**src/rtl/rc_filter_bank.sv**
```systemverilog
// Bank of CHANNELS first-order RC low-pass filters sharing one time-multiplexed
// update datapath; alpha = 2^-shift, with per-channel settle detection.
module rc_filter_bank #(
   parameter int WIDTH        = 16,
   parameter int FRAC         = 8,
   parameter int CHANNELS     = 4,
   parameter int SETTLE_TOL   = 16,
   parameter int SETTLE_COUNT = 8,
   parameter int SHIFT_W      = $clog2(WIDTH),
   localparam int CH_W        = (CHANNELS > 1) ? $clog2(CHANNELS) : 1
) (
   input  logic                        clk,
   input  logic                        rst,
   input  logic                        en,
   input  logic                        clear,
   input  logic [SHIFT_W-1:0]          shift,
   input  logic [CHANNELS*WIDTH-1:0]   v_in,
   output logic [CHANNELS*WIDTH-1:0]   v_out,
   output logic                        out_valid,
   output logic [CH_W-1:0]             out_ch,
   output logic [CHANNELS-1:0]         settled
);

   localparam int CNT_W = $clog2(SETTLE_COUNT + 1);
   localparam logic [CNT_W-1:0]   CNT_MAX   = CNT_W'(SETTLE_COUNT);
   localparam logic [WIDTH:0]     TOL       = (WIDTH + 1)'(SETTLE_TOL);
   localparam logic [CH_W-1:0]    CH_LAST   = CH_W'(CHANNELS - 1);
   localparam logic [SHIFT_W-1:0] SHIFT_MAX = SHIFT_W'(WIDTH - 1);

   if (CHANNELS < 1 || CHANNELS > 16) begin : g_bad_channels
      $error("rc_filter_bank: CHANNELS must be in 1..16");
   end
   if (FRAC < 0 || FRAC >= WIDTH) begin : g_bad_frac
      $error("rc_filter_bank: FRAC must be in 0..WIDTH-1");
   end
   if (SETTLE_COUNT < 1) begin : g_bad_count
      $error("rc_filter_bank: SETTLE_COUNT must be at least 1");
   end

   // Difference is formed one bit wider so x - y can never wrap.
   function automatic logic signed [WIDTH:0] rc_diff(input logic signed [WIDTH-1:0] x,
                                                     input logic signed [WIDTH-1:0] y);
      return $signed({x[WIDTH-1], x}) - $signed({y[WIDTH-1], y});
   endfunction

   // New state lies between y and x, so truncation back to WIDTH is exact.
   function automatic logic signed [WIDTH-1:0] rc_update(input logic signed [WIDTH-1:0] y,
                                                         input logic signed [WIDTH:0]   d,
                                                         input logic [SHIFT_W-1:0]      sh);
      return y + WIDTH'(d >>> sh);
   endfunction

   function automatic logic [WIDTH:0] abs_diff(input logic signed [WIDTH:0] d);
      return d[WIDTH] ? -d : d;
   endfunction

   function automatic logic [SHIFT_W-1:0] clamp_shift(input logic [SHIFT_W-1:0] s);
      return (s > SHIFT_MAX) ? SHIFT_MAX : s;
   endfunction

   logic [SHIFT_W-1:0]      shift_eff;

   // The clamp only exists when the shift port can encode values >= WIDTH.
   if ((2 ** SHIFT_W) > WIDTH) begin : g_clamp
      assign shift_eff = clamp_shift(shift);
   end else begin : g_no_clamp
      assign shift_eff = shift;
   end

   logic [CH_W-1:0]         p_q, p_d;
   logic signed [WIDTH-1:0] y_q [CHANNELS];
   logic signed [WIDTH-1:0] y_d [CHANNELS];
   logic [CNT_W-1:0]        cnt_q [CHANNELS];
   logic [CNT_W-1:0]        cnt_d [CHANNELS];
   logic [CHANNELS-1:0]     settled_q, settled_d;
   logic                    out_valid_q, out_valid_d;
   logic [CH_W-1:0]         out_ch_q, out_ch_d;
   logic signed [WIDTH-1:0] x_sel;
   logic signed [WIDTH:0]   diff;

   always_comb begin
      p_d         = p_q;
      y_d         = y_q;
      cnt_d       = cnt_q;
      settled_d   = settled_q;
      out_valid_d = 1'b0;
      out_ch_d    = out_ch_q;
      x_sel       = v_in[p_q*WIDTH +: WIDTH];
      diff        = rc_diff(x_sel, y_q[p_q]);
      if (clear) begin
         p_d       = '0;
         settled_d = '0;
         for (int c = 0; c < CHANNELS; c++) begin
            y_d[c]   = '0;
            cnt_d[c] = '0;
         end
      end else if (en) begin
         y_d[p_q] = rc_update(y_q[p_q], diff, shift_eff);
         if (abs_diff(diff) <= TOL) begin
            cnt_d[p_q] = (cnt_q[p_q] == CNT_MAX) ? cnt_q[p_q] : cnt_q[p_q] + 1'b1;
         end else begin
            cnt_d[p_q] = '0;
         end
         settled_d[p_q] = (cnt_d[p_q] == CNT_MAX);
         out_valid_d    = 1'b1;
         out_ch_d       = p_q;
         p_d            = (p_q == CH_LAST) ? '0 : p_q + 1'b1;
      end
   end

   always_ff @(posedge clk or negedge rst) begin
      if (!rst) begin
         p_q         <= '0;
         settled_q   <= '0;
         out_valid_q <= 1'b0;
         out_ch_q    <= '0;
         for (int c = 0; c < CHANNELS; c++) begin
            y_q[c]   <= '0;
            cnt_q[c] <= '0;
         end
      end else begin
         p_q         <= p_d;
         y_q         <= y_d;
         cnt_q       <= cnt_d;
         settled_q   <= settled_d;
         out_valid_q <= out_valid_d;
         out_ch_q    <= out_ch_d;
      end
   end

   for (genvar c = 0; c < CHANNELS; c++) begin : g_vout
      assign v_out[c*WIDTH +: WIDTH] = y_q[c];
   end

   assign out_valid = out_valid_q;
   assign out_ch    = out_ch_q;
   assign settled   = settled_q;

endmodule

```
**config.mk**
```make
export PLATFORM = sky130hd
export DESIGN_NAME = rc_filter_bank
export DESIGN_NICKNAME = d
export VERILOG_FILES = /design/src/rtl/rc_filter_bank.sv
export SDC_FILE = /design/constraint.sdc
export NUM_CORES = 1
export LEC_CHECK = 0
export ABC_AREA = 1
export BUFFER_PORTS_ARGS = -buffer_cell sky130_fd_sc_hd__buf_4
export CAP_MARGIN = 5
export CORE_UTILIZATION = 59
export CTS_BUF_LIST = sky130_fd_sc_hd__clkbuf_8
export DETAILED_ROUTE_END_ITERATION = 12
export HOLD_SLACK_MARGIN = 0.1
export PLACE_DENSITY = 0.85
export SYNTH_ARGS = -nofsm -noshare
export SYNTH_HDL_FRONTEND = slang
export SYNTH_SLANG_ARGS = --single-unit
```
**constraint.sdc**
```tcl
create_clock -name clk -period 6.5 [get_ports clk]
set_input_delay 0.325 -clock clk [delete_from_list [all_inputs] [get_ports clk]]
set_output_delay 0.325 -clock clk [all_outputs]
set_load 0.01 [all_outputs]
```
* Yosys cells after proc, flatten, opt, wreduce, memory -nomap -nowiden
Index checks and enable logic that the tools add are counted.
Word-level totals: ROM bits 0, register bits after elaboration 89, memories 0, bits of input ports 72, output and inout bits 71, bits in writable memories 0, latch bits 0, logic and storage cells 69
Operators by class: equality and inequality tests 3, bitwise operators 4, reductions and logical operators 4, muxes and demuxes 34, shifts and indexed selects 2, divide/modulo/power cells 0, $add $sub $neg 5, magnitude comparators 5, multiply operators 0
Operator list (count):
- two-way mux 16 bit | 8
- two-way mux 64 bit | 2
- bitwise mux 64 bit | 1
- indexed part select 64 x 7 -> 16 bit | 1
- binary-select mux 16 bit (select 2 bit) | 1
- demux 16 bit (select 2 bit) | 1
- two-way mux 4 bit | 8
- <= comparator 17 x 5 -> 1 bit, second input constant | 1
- two-way mux 17 bit | 1
- negator 17 bit | 1
- >>> shifter 17 x 4 -> 16 bit | 1
- subtractor 16 x 16 -> 17 bit | 1
- adder 16 bit | 1
- bitwise AND 16 bit | 1
- binary-select mux 4 bit (select 2 bit) | 2
- bitwise mux 16 bit | 1
- NOT 16 bit | 1
- demux 4 bit (select 2 bit) | 1
- equality test 4 bit, second input constant | 2
- two-way mux 2 bit | 3
- adder 4 x 1 -> 4 bit, second input constant | 1
- bitwise mux 4 bit | 1
- greater-or-equal comparator 3 bit, second input constant | 1
- less-than comparator 2 x 3 -> 1 bit, second input constant | 1
- 11 further kinds | 14

* Depth between registers and ports, before layout
depth in word-level cells 18, gate-level depth with buffers 42, gate-level depth less buffers 39

* Worst setup path before layout
No wires, ideal clock.
kind register to register, start register p_q[0], end register y_q, in the netlist v_out[14], library setup time 66 ps, buffers on the path 4, cell stages (with the launch flop) 37, data required time 6434 ps, path slack 720 ps, clock period less this slack 5780 ps, data arrival time 5714 ps, cell sequence dfrtp_1 -> clkbuf_1 -> buf_1 -> buf_2 -> clkbuf_1 -> nor2_1 -> o22ai_1 -> ha_1 -> inv_1 -> fa_1 -> nand2_1 -> nand2_1 -> nand3_1 -> nand2_1 -> nand3b_1 -> nand3_1 -> nand2_1 -> inv_1 -> o21ai_0 -> nand2_1 -> o21ai_0 -> o21ai_0 -> o21ai_0 -> ha_1 -> inv_1 -> fa_1 -> inv_1 -> a31oi_1 -> o21ai_0 -> a21oi_1 -> o21bai_1 -> a21oi_1 -> o21bai_1 -> a21oi_1 -> o21ai_0 -> xor2_1 -> a22o_1
Between the ends: cells in the longest elaborated chain, start to end 10, elaborated cells on any way between the ends 16, classes of those cells add/sub (2); order compare (2); shift (2); mux (8); bitwise (1); reduce/logical (1)
RTL lines:
- from (decl) | line 70 | logic [CH_W-1:0] p_q, p_d;
- from (signal assigned) | line 122 | p_q <= p_d;
- parallel branches: the longest is 7 deep, another holds subtractor 16 x 16 -> 17 bit
- bitwise mux 64 bit (*) | line 98 | y_d[p_q] = rc_update(y_q[p_q], diff, shift_eff);
- two-way mux 64 bit (*) | line 97 | end else if (en) begin
- two-way mux 64 bit (*) | line 90 | if (clear) begin
- to (signal assigned) | line 123 | y_q <= y_d;
- to (decl) | line 71 | logic signed [WIDTH-1:0] y_q [CHANNELS];
Every way passes the cells marked *. The select of a mux whose other input is x is not followed. A chain may end at the register's enable or synchronous reset.

* Worst setup path in the final report
start register p_q[1], end register y_q, in the netlist v_out[14]
Same word-level chain as after synthesis.

==> impl_metrics.ini <==
[placed_design]
portBuffers = 142
pre_cts_slack_ns = 0.400
dp_hpwl_um = 19600
gp_congestion = 1.03

[global_routing]
grt_pass1_wl_um = 40100
grt_usage = 0.388
antenna_found_initial = 0
grt_max_degree = 72
grt_overflow_total = 0
grt_pass1_vias = 7876

[synthesis]
synth-edff-count = 0
synth.distinct_cells = 41
synthArstFlopShare = 1.00
synth.area.top_cells = dfrtp_1, nand2_1, o21ai_0
syn_inst = 1214
ys_ff_latch = 89
synthFlopType = dfrtp_1
synthTopCellsByCount = nand2_1, inv_1, o21ai_0, nor2_1, dfrtp_1
ys_seq_area_frac = 0.288
synth_fp_nets = 1326
syn_area_sq_mm = 0.00772
yosysTopAreaCell = dfrtp_1
yosys_warnings = 0
yosysMostFrequentCell = nand2_1
synth_top_area_frac = 0.288
avgSynthCellArea_sq_um = 6.36

[sta]
final-hold-violation-count = 0
skew_ns = 0.0157
relSlewSlack = 0.413
fin_crit_ns = 5.93
finalCritPeriodShare = 0.913
rsz0062_at_grt = no
setup_viol = 0
max_freq_mhz = 169
layout_setup_ws_ns = 0.567
worst_slew_pin_slew_ns = 0.881
finalMaxSlewViolations = 0
finalSetupTns_ns = 0

[run_status]
status = complete, no violations

[hold_path]
whs_path_depth = 3
min_path_type = primary input to flip-flop
min_from = clear
holdPathEnd = out_valid$_DFF_PN0_

[worst_setup_path]
r2r_end = v_out[14]$_DFFE_PN0P_
r2r_start = p_q[1]$_DFFE_PN0P_
crit_path_start = p_q[1]$_DFFE_PN0P_
arrival_ns = 6.24
path_max_fanout = 29
required_ns = 6.81
crit_path_frequent_cell = o21ai_0
worstRegToRegCells = 34
crit_slowest_cell = fa_1
r2r_slack_ns = 0.57
endpoint_kind = flip-flop
start_kind = flip-flop
max_stage_delay_ns = 0.44
crit_type = flip-flop to flip-flop
critical-path-top-delay-family = compound AO/OA/AOI/OAI gates
path_buf_inv = 6

[die]
die_w_um = 116
core_area_sq_mm = 0.0127
die_h_um = 116
ioPinCount = 143
row_count = 41
start_util = 0.610
die-area_sq_mm = 0.0136

[cts]
cts_setup_buffers = 0
numCtsBuffers = 9
htreeDepth = 3
clock_sinks = 89
cts_root_buf = clkbuf_8
cts_tree = yes
clk_latency_ns = 0.38
clock_path_buffers = 2
path_clk_slew_ns = 0.09

[route]
final_antenna_net_count = 0
num_vias = 8847
drtPass1Iterations = 8
wl_um = 26200
routedWlPerCell_um = 17.4
viasPerCell = 5.87
drc = 0
first_iter_violations = 816

[power]
power_mw = 3.38
pwr-share-clk = 0.109
peakVddDrop_mv = 0.242
combPwrFrac = 0.691
p_sw_frac = 0.542
leakage_nw = 4.70
p_per_area_mw_per_mm2 = 367
seq_power_share = 0.199
p_sw_mw = 1.83
intPower_mw = 1.55

[layout]
nets = 1443
area_growth_pct = 19.1
diodes = 0
fin_util = 0.726
drive_above_1_share = 0.167

[run]
cap_violations = 0
[worst max path at each step]
| stage | cells after the start | slack, ns | end |
|---|---|---|---|
| after global routing | 33 | 0.01 | v_out[62]$_DFFE_PN0P_ |
| after detailed placement | 32 | 0.40 | v_out[14]$_DFFE_PN0P_ |
| final | 34 | 0.57 | v_out[14]$_DFFE_PN0P_ |
| after floorplan | 36 | 0.72 | v_out[14]$_DFFE_PN0P_ |
| after global placement | 32 | 0.54 | v_out[14]$_DFFE_PN0P_ |
| after CTS | 32 | 0.38 | v_out[14]$_DFFE_PN0P_ |
[stage by stage]
stage	instance area (sq um)	instances	hold WS [ns]
2_1_floorplan	7720	1214	0.0294
3_3_place_gp	8880	1490	0.211
3_5_place_dp	8880	1490	0.214
4_1_cts	9080	1507	0.312
5_1_grt	9200	1508	0.321
6_report	9200	1508	0.317
[worst min-delay path: cells and delay by family]
family	cells	cell delay, ns
buffers and inverters	2	0.28
and+or+nand+nor	1	0.04
[metal layers]
layer,part of all wire,global-route usage
met5,0,0
met4,0.032,0.136
met3,0.12,0.0861
met2,0.45,0.607
met1,0.40,0.530
[cell type report]
cell class,instances,area [sq um]
repair buffers,158,1230
well taps,172,215
multi-input cells,915,4740
clock inverters,6,47.5
clock buffers,10,138
fillers,1113,3470
inverters,158,599
flip-flops and latches,89,2230
[power by group through the flow]
stage / sequential [mW] / clock (mW) / combinational, mW
floorplan: 0.697 / 0 / 1.56
global placement: 0.678 / 0 / 2.22
detailed placement: 0.679 / 0 / 2.24
CTS: 0.670 / 0.369 / 2.25
global route: 0.678 / 0.388 / 2.56
finish: 0.673 / 0.369 / 2.33
[cell families after synthesis]
group,count (synthesis),share of synthesized area
fa+ha+maj,40,0.0667
flops,89,0.288
xor+xnor,17,0.0193
buf+inv,210,0.108
simple gates,579,0.313
compound gates,278,0.204
mux,1,0.00130
[cells in the final DEF (no fill, tap or decap), types with 8 or more instances in the layout]
master,synthesis,final
o21ai_0,143,141
nor2_2,9,9
nor2_1,102,102
clkbuf_8,0,10
a21oi_1,55,55
dfrtp_1,89,88
a32oi_1,16,8
xor2_1,13,13
inv_1,149,148
buf_4,0,152
nand3_1,74,74
nand2_1,356,355
o22ai_1,36,35
ha_1,38,38
nand2_2,12,13
nand4_1,9,9
[what timing repair did]
item | in CTS | in global routing
hold endpoints to repair | 18 | 0
resized for setup | 0 | 19
hold buffers | 1 | 0
setup endpoints to repair | 0 | 8
[sequential cells by signal, summed over array words and instances, names as in the netlist]
name,count
p_q,2
v_out,64
out_valid,1
out_ch,2
cnt_q,16
settled,4
No activity file was read; power rests on OpenSTA's default activity.
